`config.mk`:
```
export PLATFORM = sky130hd
export DESIGN_NAME = fetch_queue
export DESIGN_NICKNAME = d
export VERILOG_FILES = /design/src/rtl/fetch_queue.sv
export SDC_FILE = /design/constraint.sdc
export NUM_CORES = 1
export LEC_CHECK = 0
export CAP_MARGIN = 20
export CORE_MARGIN = 8
export CORE_UTILIZATION = 55
export DETAILED_ROUTE_END_ITERATION = 8
export PLACE_DENSITY = 0.79
export SLEW_MARGIN = 20
export SYNTH_ARGS = -nofsm -noshare
export SYNTH_HDL_FRONTEND = slang
export SYNTH_SLANG_ARGS = --single-unit
export TNS_END_PERCENT = 20
```
`constraint.sdc`:
```
create_clock -name clk -period 10.5 [get_ports clk]
set_input_delay 2.1 -clock clk [delete_from_list [all_inputs] [get_ports clk]]
set_output_delay 2.1 -clock clk [all_outputs]
set_load 0.1 [all_outputs]
```
`src/rtl/fetch_queue.sv`:
```
// Instruction-fetch front end: issues in-order word requests, buffers (pc, instr)
// pairs in a small FIFO and hands them to decode; redirects flush and drop stale responses.
module fetch_queue #(
    parameter int               WIDTH    = 32,
    parameter logic [WIDTH-1:0] RESET_PC = 32'h8000_0000,
    parameter int               DEPTH    = 4
) (
    input  logic             clk,
    input  logic             rst,
    output logic             imem_req_valid,
    input  logic             imem_req_ready,
    output logic [WIDTH-1:0] imem_req_addr,
    input  logic             imem_rsp_valid,
    input  logic [WIDTH-1:0] imem_rsp_data,
    input  logic             redirect_i,
    input  logic [WIDTH-1:0] redirect_pc_i,
    output logic             fetch_o_valid,
    output logic [WIDTH-1:0] fetch_o_instr,
    output logic [WIDTH-1:0] fetch_o_pc,
    input  logic             decode_i_ready
);
    localparam int AW = $clog2(DEPTH);
    localparam int CW = $clog2(DEPTH) + 1;
    localparam logic [WIDTH-1:0] NOP_INSTR = WIDTH'(32'h0000_0013);
    localparam logic [WIDTH-1:0] PC_STEP   = WIDTH'(4);

    logic [WIDTH-1:0] req_pc_reg, req_pc_next;
    logic [WIDTH-1:0] rsp_pc_reg, rsp_pc_next;
    logic [CW-1:0]    count_reg, count_next;
    logic [CW-1:0]    outstanding_reg, outstanding_next;
    logic [CW-1:0]    drop_reg, drop_next;
    logic [AW-1:0]    wr_ptr_reg, wr_ptr_next;
    logic [AW-1:0]    rd_ptr_reg, rd_ptr_next;

    logic [WIDTH-1:0] pc_mem    [DEPTH];
    logic [WIDTH-1:0] instr_mem [DEPTH];

    logic [CW:0]      in_use;
    logic             req_fire;
    logic             push;
    logic             pop;
    logic [WIDTH-1:0] redirect_target;

    // FIFO slots are reserved when a request is issued, so in-flight requests
    // count against capacity and a kept response can always be pushed.
    assign in_use          = {1'b0, count_reg} + {1'b0, outstanding_reg};
    assign imem_req_valid  = !rst && !redirect_i && (in_use < (CW+1)'(DEPTH));
    assign imem_req_addr   = req_pc_reg;
    assign req_fire        = imem_req_valid && imem_req_ready;
    assign redirect_target = redirect_pc_i & ~WIDTH'(3);

    assign push = imem_rsp_valid && (drop_reg == '0) && !redirect_i;
    assign pop  = fetch_o_valid && decode_i_ready && !redirect_i;

    assign fetch_o_valid = (count_reg != '0);
    assign fetch_o_instr = fetch_o_valid ? instr_mem[rd_ptr_reg] : NOP_INSTR;
    assign fetch_o_pc    = fetch_o_valid ? pc_mem[rd_ptr_reg]    : '0;

    always_comb begin
        req_pc_next      = req_pc_reg;
        rsp_pc_next      = rsp_pc_reg;
        count_next       = count_reg;
        drop_next        = drop_reg;
        wr_ptr_next      = wr_ptr_reg;
        rd_ptr_next      = rd_ptr_reg;
        outstanding_next = outstanding_reg + CW'(req_fire) - CW'(imem_rsp_valid);

        if (redirect_i) begin
            // Every response still in flight after this cycle belongs to the old path.
            count_next  = '0;
            wr_ptr_next = '0;
            rd_ptr_next = '0;
            req_pc_next = redirect_target;
            rsp_pc_next = redirect_target;
            drop_next   = outstanding_reg - CW'(imem_rsp_valid);
        end else begin
            count_next  = count_reg + CW'(push) - CW'(pop);
            wr_ptr_next = wr_ptr_reg + AW'(push);
            rd_ptr_next = rd_ptr_reg + AW'(pop);
            if (req_fire) begin
                req_pc_next = req_pc_reg + PC_STEP;
            end
            if (push) begin
                rsp_pc_next = rsp_pc_reg + PC_STEP;
            end
            if (imem_rsp_valid && (drop_reg != '0)) begin
                drop_next = drop_reg - CW'(1);
            end
        end
    end

    always_ff @(posedge clk) begin
        if (rst) begin
            req_pc_reg      <= RESET_PC;
            rsp_pc_reg      <= RESET_PC;
            count_reg       <= '0;
            outstanding_reg <= '0;
            drop_reg        <= '0;
            wr_ptr_reg      <= '0;
            rd_ptr_reg      <= '0;
        end else begin
            req_pc_reg      <= req_pc_next;
            rsp_pc_reg      <= rsp_pc_next;
            count_reg       <= count_next;
            outstanding_reg <= outstanding_next;
            drop_reg        <= drop_next;
            wr_ptr_reg      <= wr_ptr_next;
            rd_ptr_reg      <= rd_ptr_next;
        end
    end

    always_ff @(posedge clk) begin
        if (push) begin
            pc_mem[wr_ptr_reg]    <= rsp_pc_reg;
            instr_mem[wr_ptr_reg] <= imem_rsp_data;
        end
    end
endmodule
```
== Word-level counts from Yosys, hierarchy flattened ==
Memory sizes are Yosys's and may differ from the RTL's. A register that Yosys moved wholly into a read port is not among the register bits.
Index checks and enable logic that the tools add are counted.

* Add/subtract/negate cells: 11
* Order comparisons: 1
* Muxes and demuxes: 12
* Reduce and logical (&&, ||, !) cells: 17

{| class="wikitable"
|+ Operators by type and width
! kind !! number
|-
| 2-to-1 mux 32 bit || 6
|-
| adder 32 x 3 -> 32 bit (second input constant) || 2
|-
| subtractor 3 x 1 -> 3 bit || 3
|-
| logical AND 1 bit || 8
|-
| adder 3 x 1 -> 3 bit || 2
|-
| 2-to-1 mux 3 bit || 2
|-
| nonzero test 2 bit || 3
|-
| nonzero test 3 bit || 2
|-
| adder 2 x 1 -> 2 bit || 2
|-
| adder 3 x 3 -> 4 bit || 1
|-
| < comparator 4 x 3 -> 1 bit (second input constant) || 1
|-
| 2-to-1 mux 2 bit || 2
|-
| logical NOT 3 bit || 1
|-
| subtractor 3 x 1 -> 3 bit (second input constant) || 1
|-
| logical NOT 1 bit || 2
|-
| 2-to-1 mux 1 bit || 2
|-
| OR reduction 2 bit || 1
|}

* Register bits: 77
* Bits in writable memories: 256
* Input bits: 70
* Output and inout bits: 98
* Word-level logic and storage cells: 52
* Memories: 2

{| class="wikitable"
|+ Memory list
! name !! words !! width !! rd ports !! clocked after Yosys merged registers in !! write ports !! line !! RTL
|-
| instr_mem || 4 || 32 || 1 || 1 || 1 || 36 || <nowiki>logic [WIDTH-1:0] instr_mem [DEPTH];</nowiki>
|-
| pc_mem || 4 || 32 || 1 || 1 || 1 || 35 || <nowiki>logic [WIDTH-1:0] pc_mem [DEPTH];</nowiki>
|}

== Longest topological paths before layout ==
Gate-level depths: netlist of the first run.

* Depth in word-level cells: 6
* Mapped depth: 12
* Depth with buffers taken out: 12

== Least setup slack after synthesis of the first run ==
Ideal clock, no wire load.

* Path kind: input -> register
* Start: input port redirect_i
* End: memory instr_mem[2][0], enable pin
* Library setup time: 0.571 ns
* Data arrival time: 7.225 ns
* Required time: 9.929 ns
* Slack: 2.704 ns
* Stages on the path: 5
* Buffers on the path: 2
* Cells stage by stage: buf_6 > clkbuf_1 > nor2_1 > inv_1 > nor3b_1

* Longest elaborated chain between the ends: 4

{| class="wikitable"
|+ RTL lines
! what !! line !! RTL
|-
| start: declaration || 15 || <nowiki>input logic redirect_i,</nowiki>
|-
| logical NOT 1 bit || 52 || <nowiki>assign push = imem_rsp_valid && (drop_reg == '0) && !redirect_i;</nowiki>
|-
| logical AND 1 bit || 52 ||
|-
| 2-to-1 mux 1 bit || 113 || <nowiki>if (push) begin</nowiki>
|-
| 2-to-1 mux 1 bit (not written as such) || 115 || <nowiki>instr_mem[wr_ptr_reg] <= imem_rsp_data;</nowiki>
|-
| end: declaration || 36 ||
|}

Every way passes these cells.

== Worst setup path after layout of the first run ==
* Start: input port rst
* End: output port imem_req_valid

* Longest elaborated chain between the ends: 3

{| class="wikitable"
|+ RTL lines
! what !! line !! RTL
|-
| start: declaration || 9 || <nowiki>input logic rst,</nowiki>
|-
| logical NOT 1 bit || 47 || <nowiki>assign imem_req_valid = !rst && !redirect_i && (in_use < (CW+1)'(DEPTH));</nowiki>
|-
| logical AND 1 bit (2 in series) || 47 ||
|-
| end: declaration || 10 || <nowiki>output logic imem_req_valid,</nowiki>
|}

Every way passes these cells.

==> flow_metrics.env, run 1 <==
export IMPL_status="complete, no violations"
export IMPL_grt_pass1_vias=7876
export IMPL_fmax_ghz=0.150
export IMPL_fin_tns_setup_ps=0
export IMPL_yosys_warnings=0
export IMPL_powerDensity_mw_per_mm2=180
export IMPL_cp_start_kind="primary input"
export IMPL_preCtsSetupSlack_ps=3850
export IMPL_internal_power_uw=2210
export IMPL_first_iter_violations=523
export IMPL_rsz0062_at_grt="no"
export IMPL_reg2reg_slack_ps=7450
export IMPL_hp_class="flip-flop to flip-flop"
export IMPL_p_leak_uw=0.00535
export IMPL_worst_slack_ps=3840
export IMPL_grt_overflow=0
export IMPL_cts_buffers=34
export IMPL_fin_crit_ps=6660
export IMPL_hp_start="imem_req_addr[3]"
export IMPL_switching_share=0.251
export IMPL_clockPowerShare=0.387
export IMPL_max_slew_margin_rel=0.258
export IMPL_antenna_found_initial=0
export IMPL_pin_count=168
export IMPL_synth_seq_area_share=0.669
export IMPL_drc=0
export IMPL_root_buffer="clkbuf_16"
export IMPL_synthesis_area_mm2=0.0133
export IMPL_r2r_end="instr_mem[0][28]"
export IMPL_antenna_left=0
export IMPL_worst_ep_arrival_time_ps=4560
export IMPL_holdBufCountCts=0
export IMPL_rr_worst_depth=7
export IMPL_worstPathRequired_ps=8400
export IMPL_cts_resized=0
export IMPL_yosys_top_cells_area="edfxtp_1, dfxtp_1, mux4_2"
export IMPL_grt_pass1_wl_um=44500
export IMPL_synth_largest_area_cell="edfxtp_1"
export IMPL_nNetsFinal=1114
export IMPL_clockBufferDepth=3
export IMPL_drive_gt1_frac=0.134
export IMPL_grt_use_total=0.194
export IMPL_avgSynthCellArea_um2=15.5
export IMPL_cts_max_level=2
export IMPL_holdPathStages=2
export IMPL_place_gp_congestion=0.851
export IMPL_ys_ff_latch=321
export IMPL_syn_instance_count=861
export IMPL_core_area_mm2=0.0240
export IMPL_clock_sinks=321
export IMPL_ys_types=54
export IMPL_max_slew_worst_pin_slew_ps=1100
export IMPL_start_util=0.554
export IMPL_r2r_start="drop_reg[0]"
export IMPL_dp_hpwl_um=17500
export IMPL_area_growth_synth_to_final_pct=22.8
export IMPL_drt_pass1_iterations=5
export IMPL_drv_slew=0
export IMPL_hold_viol_final=0
export IMPL_synth_edf_count=248
export IMPL_p_seq_frac=0.492
export IMPL_p_sw_uw=741
export IMPL_synth_top_area_share=0.559
export IMPL_reg_top3="instr_mem (128), pc_mem (120)"
export IMPL_insertion_delay_ps=500
export IMPL_diodes=0
export IMPL_dieArea_mm2=0.0295
export IMPL_cts_tree="built"
export IMPL_clock_skew_ps=8.74
export IMPL_peakVddDrop_mv=0.100
export IMPL_path_clk_slew_ps=60
export IMPL_cp_max_fo=48
export IMPL_fin_util=0.681
export IMPL_largest_reg_flops=128
export IMPL_grt_max_degree=63
export IMPL_cap_violations=0
export IMPL_ys_flop_type="edfxtp_1"
export IMPL_setup_violations=0
export IMPL_routed_wl_um=28500
export IMPL_top_register="instr_mem"
export IMPL_wire_per_inst_um=20.7
export IMPL_post_cts_buffers=0
export IMPL_worstSetupPathType="primary input to primary output"
export IMPL_die_y_um=172
export IMPL_via_per_inst=5.67
export IMPL_port_buffers=161
export IMPL_die_width_um=172
export IMPL_crit_path_end_kind="primary output"
export IMPL_num_vias=7813
export IMPL_async_reset_ff_frac=0
export IMPL_pwr_share_comb=0.121
export IMPL_hold_end="imem_req_addr[3]"
export IMPL_fp_row_count=57
export IMPL_fin_crit_sh=0.634
==> Yosys cell counts, drive strengths merged, types with 2 or more instances <==
cell,count
dfxtp,73
nand3,21
nor2b,60
o211ai,2
or2,4
o311ai,2
nand2b,2
nor2,30
a21oi,26
mux4,62
fa,2
edfxtp,248
nand3b,2
ha,14
inv,39
a311oi,2
nand2,31
nand4,20
a211oi,13
a31oi,4
buf,14
and3,9
o21bai,2
a21boi,37
and4,8
clkbuf,30
o21a,2
or3,4
o21ai,4
xor2,35
or4,2
nor3,11
nor4,8
and2,6
xnor2,21
==> metrics by stage <==
stage	power, uW	hold slack (ps)	instance area (um^2)	instances
final	2950	523	16400	1378
after global placement	1830	500	15300	1316
after floorplan	1730	480	13300	864
after CTS	2980	523	16400	1378
after detailed placement	1840	512	15300	1316
after global routing	3050	557	16400	1378
==> per-layer routing <==
metal / wire, um / vias up / share of wire / global-route usage
li1: - / 3594 / - / -
met1: 12300 / 3861 / 0.43 / 0.266
met2: 13200 / 303 / 0.46 / 0.305
met3: 2280 / 55 / 0.080 / 0.0512
met4: 666 / 0 / 0.023 / 0.0507
met5: 0 / - / 0 / 0
==> how the worst max path moves through the flow <==
stage	from	end	slack, ps
after CTS	rst	imem_req_valid	3830
final	rst	imem_req_valid	3840
after global placement	rst	imem_req_valid	3830
after floorplan	redirect_i	instr_mem[2][0]	2700
after global routing	rst	imem_req_valid	3780
after detailed placement	rst	imem_req_valid	3850
==> cells in the final DEF (no fill, tap or decap), types with 14 or more instances in the layout <==
cell	synthesis	final
nand2_1	31	31
a21oi_1	26	26
dfxtp_1	73	71
clkbuf_16	0	37
xor2_1	35	35
nand4_1	20	20
xnor2_1	21	21
edfxtp_1	248	248
inv_1	39	39
nor2b_1	60	60
nand3_1	20	20
mux4_2	62	62
a21boi_0	37	37
clkdlybuf4s50_1	0	160
nor2_1	30	29
ha_1	14	14
==> worst max-delay path, stage by stage <==
cell,delay (ps)
clkdlybuf4s50_1,400
buf_4,290
or3_4,480
nor2_1,120
clkdlybuf4s50_1,1150
==> power groups by stage <==
stage	registers [uW]	logic, uW	clock network, uW
floorplan	1520	203	0
global placement	1480	352	0
detailed placement	1480	356	0
CTS	1450	359	1160
global route	1460	378	1220
finish	1450	357	1140
==> area by class of cell <==
type | instances | area, um^2
clock buffer | 50 | 996
clock inverter | 12 | 82.6
fill | 1635 | 7670
inverter | 39 | 146
multi-input combinational | 460 | 4130
sequential | 321 | 8910
tap | 324 | 405
timing repair buffer | 172 | 1690
==> logic make-up (layout without fill, tap and decap cells) <==
group | after synthesis | count (layout) | share of synthesized area
other | 1 | 4 | 0.000281
multiplexers | 63 | 63 | 0.106
AO/OA/AOI/OAI | 100 | 100 | 0.0515
AND/OR/NAND/NOR | 221 | 221 | 0.0955
XOR/XNOR | 56 | 56 | 0.0368
buffers and inverters | 83 | 273 | 0.0255
adder cells (fa/ha/maj) | 16 | 16 | 0.0162
flip-flops | 321 | 321 | 0.669
No activity file was read; power rests on OpenSTA's default activity.
==> run 2: changes to the inputs <==
clock period = 6.4 ns   (was 10.5 ns; I/O delays follow)
==> flow_metrics.env, run 2 (synthesis gave the netlist of run 1 again) <==
export IMPL_status="complete, no violations"
export IMPL_dpl_cell_count=1317
export IMPL_first_iter_violations=609
export IMPL_grt_max_degree=64
export IMPL_place_gp_congestion=0.837
export IMPL_clockBufferDepth=3
export IMPL_cp_slowest_cell="clkdlybuf4s50_1"
export IMPL_multi_input_area_mm2=0.00413
export IMPL_preCtsSetupSlack_ps=2130
export IMPL_start_util=0.554
export IMPL_antenna_left=0
export IMPL_drv_slew=0
export IMPL_crit_path_end_kind="primary output"
export IMPL_max_slew_worst_pin_slew_ps=1200
export IMPL_antenna_found_initial=0
export IMPL_cp_depth=4
export IMPL_layoutNonFillerInstCount=1379
export IMPL_wire_per_inst_um=20.8
export IMPL_top_register="instr_mem"
export IMPL_fin_crit_sh=0.732
export IMPL_insertion_delay_ps=500
export IMPL_switching_share=0.250
export IMPL_fin_crit_ps=4680
export IMPL_cts_resized=0
export IMPL_drc=0
export IMPL_rsz0062_at_grt="no"
export IMPL_power_uw=4880
export IMPL_max_slew_margin_rel=0.195
export IMPL_drive_gt1_frac=0.134
export IMPL_cts_max_level=2
export IMPL_fp_row_count=57
export IMPL_clockPowerShare=0.392
export IMPL_grt_pass1_wl_um=44700
export IMPL_fmax_ghz=0.214
export IMPL_p_leak_uw=0.00539
export IMPL_dp_hpwl_um=18000
export IMPL_root_buffer="clkbuf_16"
export IMPL_p_seq_frac=0.488
export IMPL_drt_pass1_iterations=5
export IMPL_port_buffers=161
export IMPL_grt_use_total=0.195
export IMPL_cts_tree="built"
export IMPL_setup_violations=0
export IMPL_p_sw_uw=1220
export IMPL_dieArea_mm2=0.0295
export IMPL_pwr_share_comb=0.120
export IMPL_regArea_mm2=0.00892
export IMPL_worst_slack_ps=1720
export IMPL_slowest_delay_ps=1020
export IMPL_cp_max_fo=39
export IMPL_post_cts_buffers=0
export IMPL_worstSetupPathType="flip-flop to primary output"
export IMPL_holdBufCountCts=0
export IMPL_core_area_mm2=0.0240
export IMPL_internal_power_uw=3660
export IMPL_crit_family="buffers and inverters"
export IMPL_reg_top3="instr_mem (128), pc_mem (120)"
export IMPL_critPathBufInv=2
export IMPL_pin_count=168
export IMPL_worstPathRequired_ps=5120
export IMPL_fillers=1660
export IMPL_path_clk_slew_ps=60
export IMPL_clock_sinks=321
export IMPL_nNetsFinal=1115
export IMPL_die_y_um=172
export IMPL_clock_skew_ps=13.2
export IMPL_final_common_cell="edfxtp_1"
export IMPL_routed_wl_um=28600
export IMPL_holdPathStages=2
export IMPL_rr_worst_depth=10
export IMPL_hold_viol_final=0
export IMPL_grt_overflow=0
export IMPL_grt_pass1_vias=8030
export IMPL_area_growth_synth_to_final_pct=23.3
export IMPL_diodes=0
export IMPL_holdWs_ps=532
export IMPL_cap_violations=0
export IMPL_most_common_layout_cells="edfxtp_1, clkdlybuf4s50_1, dfxtp_1, mux4_2, nor2b_1"
export IMPL_hp_class="flip-flop to flip-flop"
export IMPL_fin_util=0.683
export IMPL_worst_ep_arrival_time_ps=3400
export IMPL_largest_reg_flops=128
export IMPL_via_per_inst=5.66
export IMPL_num_vias=7811
export IMPL_crit_path_cell_trace="buf_12 > mux4_2 > nor2b_1 > clkdlybuf4s50_1"
export IMPL_cp_start_kind="flip-flop"
export IMPL_die_width_um=172
export IMPL_cts_buffers=34
export IMPL_peakVddDrop_mv=0.194
export IMPL_powerDensity_mw_per_mm2=297
run 2: path summary, 6_finish.rpt:
check / from / to / slack (ps)
worst max-delay path: rd_ptr_reg[0] / fetch_o_pc[16] / 1720
worst min register to register: imem_req_addr[3] / imem_req_addr[3] / 530
worst min-delay path: imem_req_addr[3] / imem_req_addr[3] / 530
worst max register to register: count_reg[0] / count_reg[2] / 3380
run 2: per-stage QoR:
step                      area (um^2)  TNS, ps
after floorplan                 13300   -15820
after CTS                       16400        0
final                           16400        0
after global routing            16400        0
after detailed placement        15300        0
after global placement          15300        0
run 2: worst register-to-register path, stage by stage (launching register included):
cell	delay (ps)
dfxtp_1	360
nor3_2	730
inv_1	170
and3_1	300
ha_1	300
inv_1	40
ha_1	180
fa_1	370
xnor2_1	200
xnor2_1	140
nor3_1	60
run 2: final cells by class:
type | count | share of cell area
Inverter | 39 | 0.00891
Clock inverter | 14 | 0.00686
Timing Repair Buffer | 173 | 0.105
Sequential cell | 321 | 0.543
Tap cell | 324 | 0.0247
Multi-Input combinational cell | 460 | 0.251
Clock buffer | 48 | 0.0601
run 2: power groups by stage:
stage	clock network [uW]	registers (uW)	logic, uW
global placement	0	2420	579
global route	2030	2390	619
detailed placement	0	2430	585
finish	1910	2380	584
floorplan	0	2500	334
CTS	1950	2380	588
run 2: layer usage:
layer | share of wire | global-route usage
met3 | 0.064 | 0.0402
met4 | 0.018 | 0.0510
met1 | 0.44 | 0.262
met5 | 0 | 0
met2 | 0.48 | 0.322
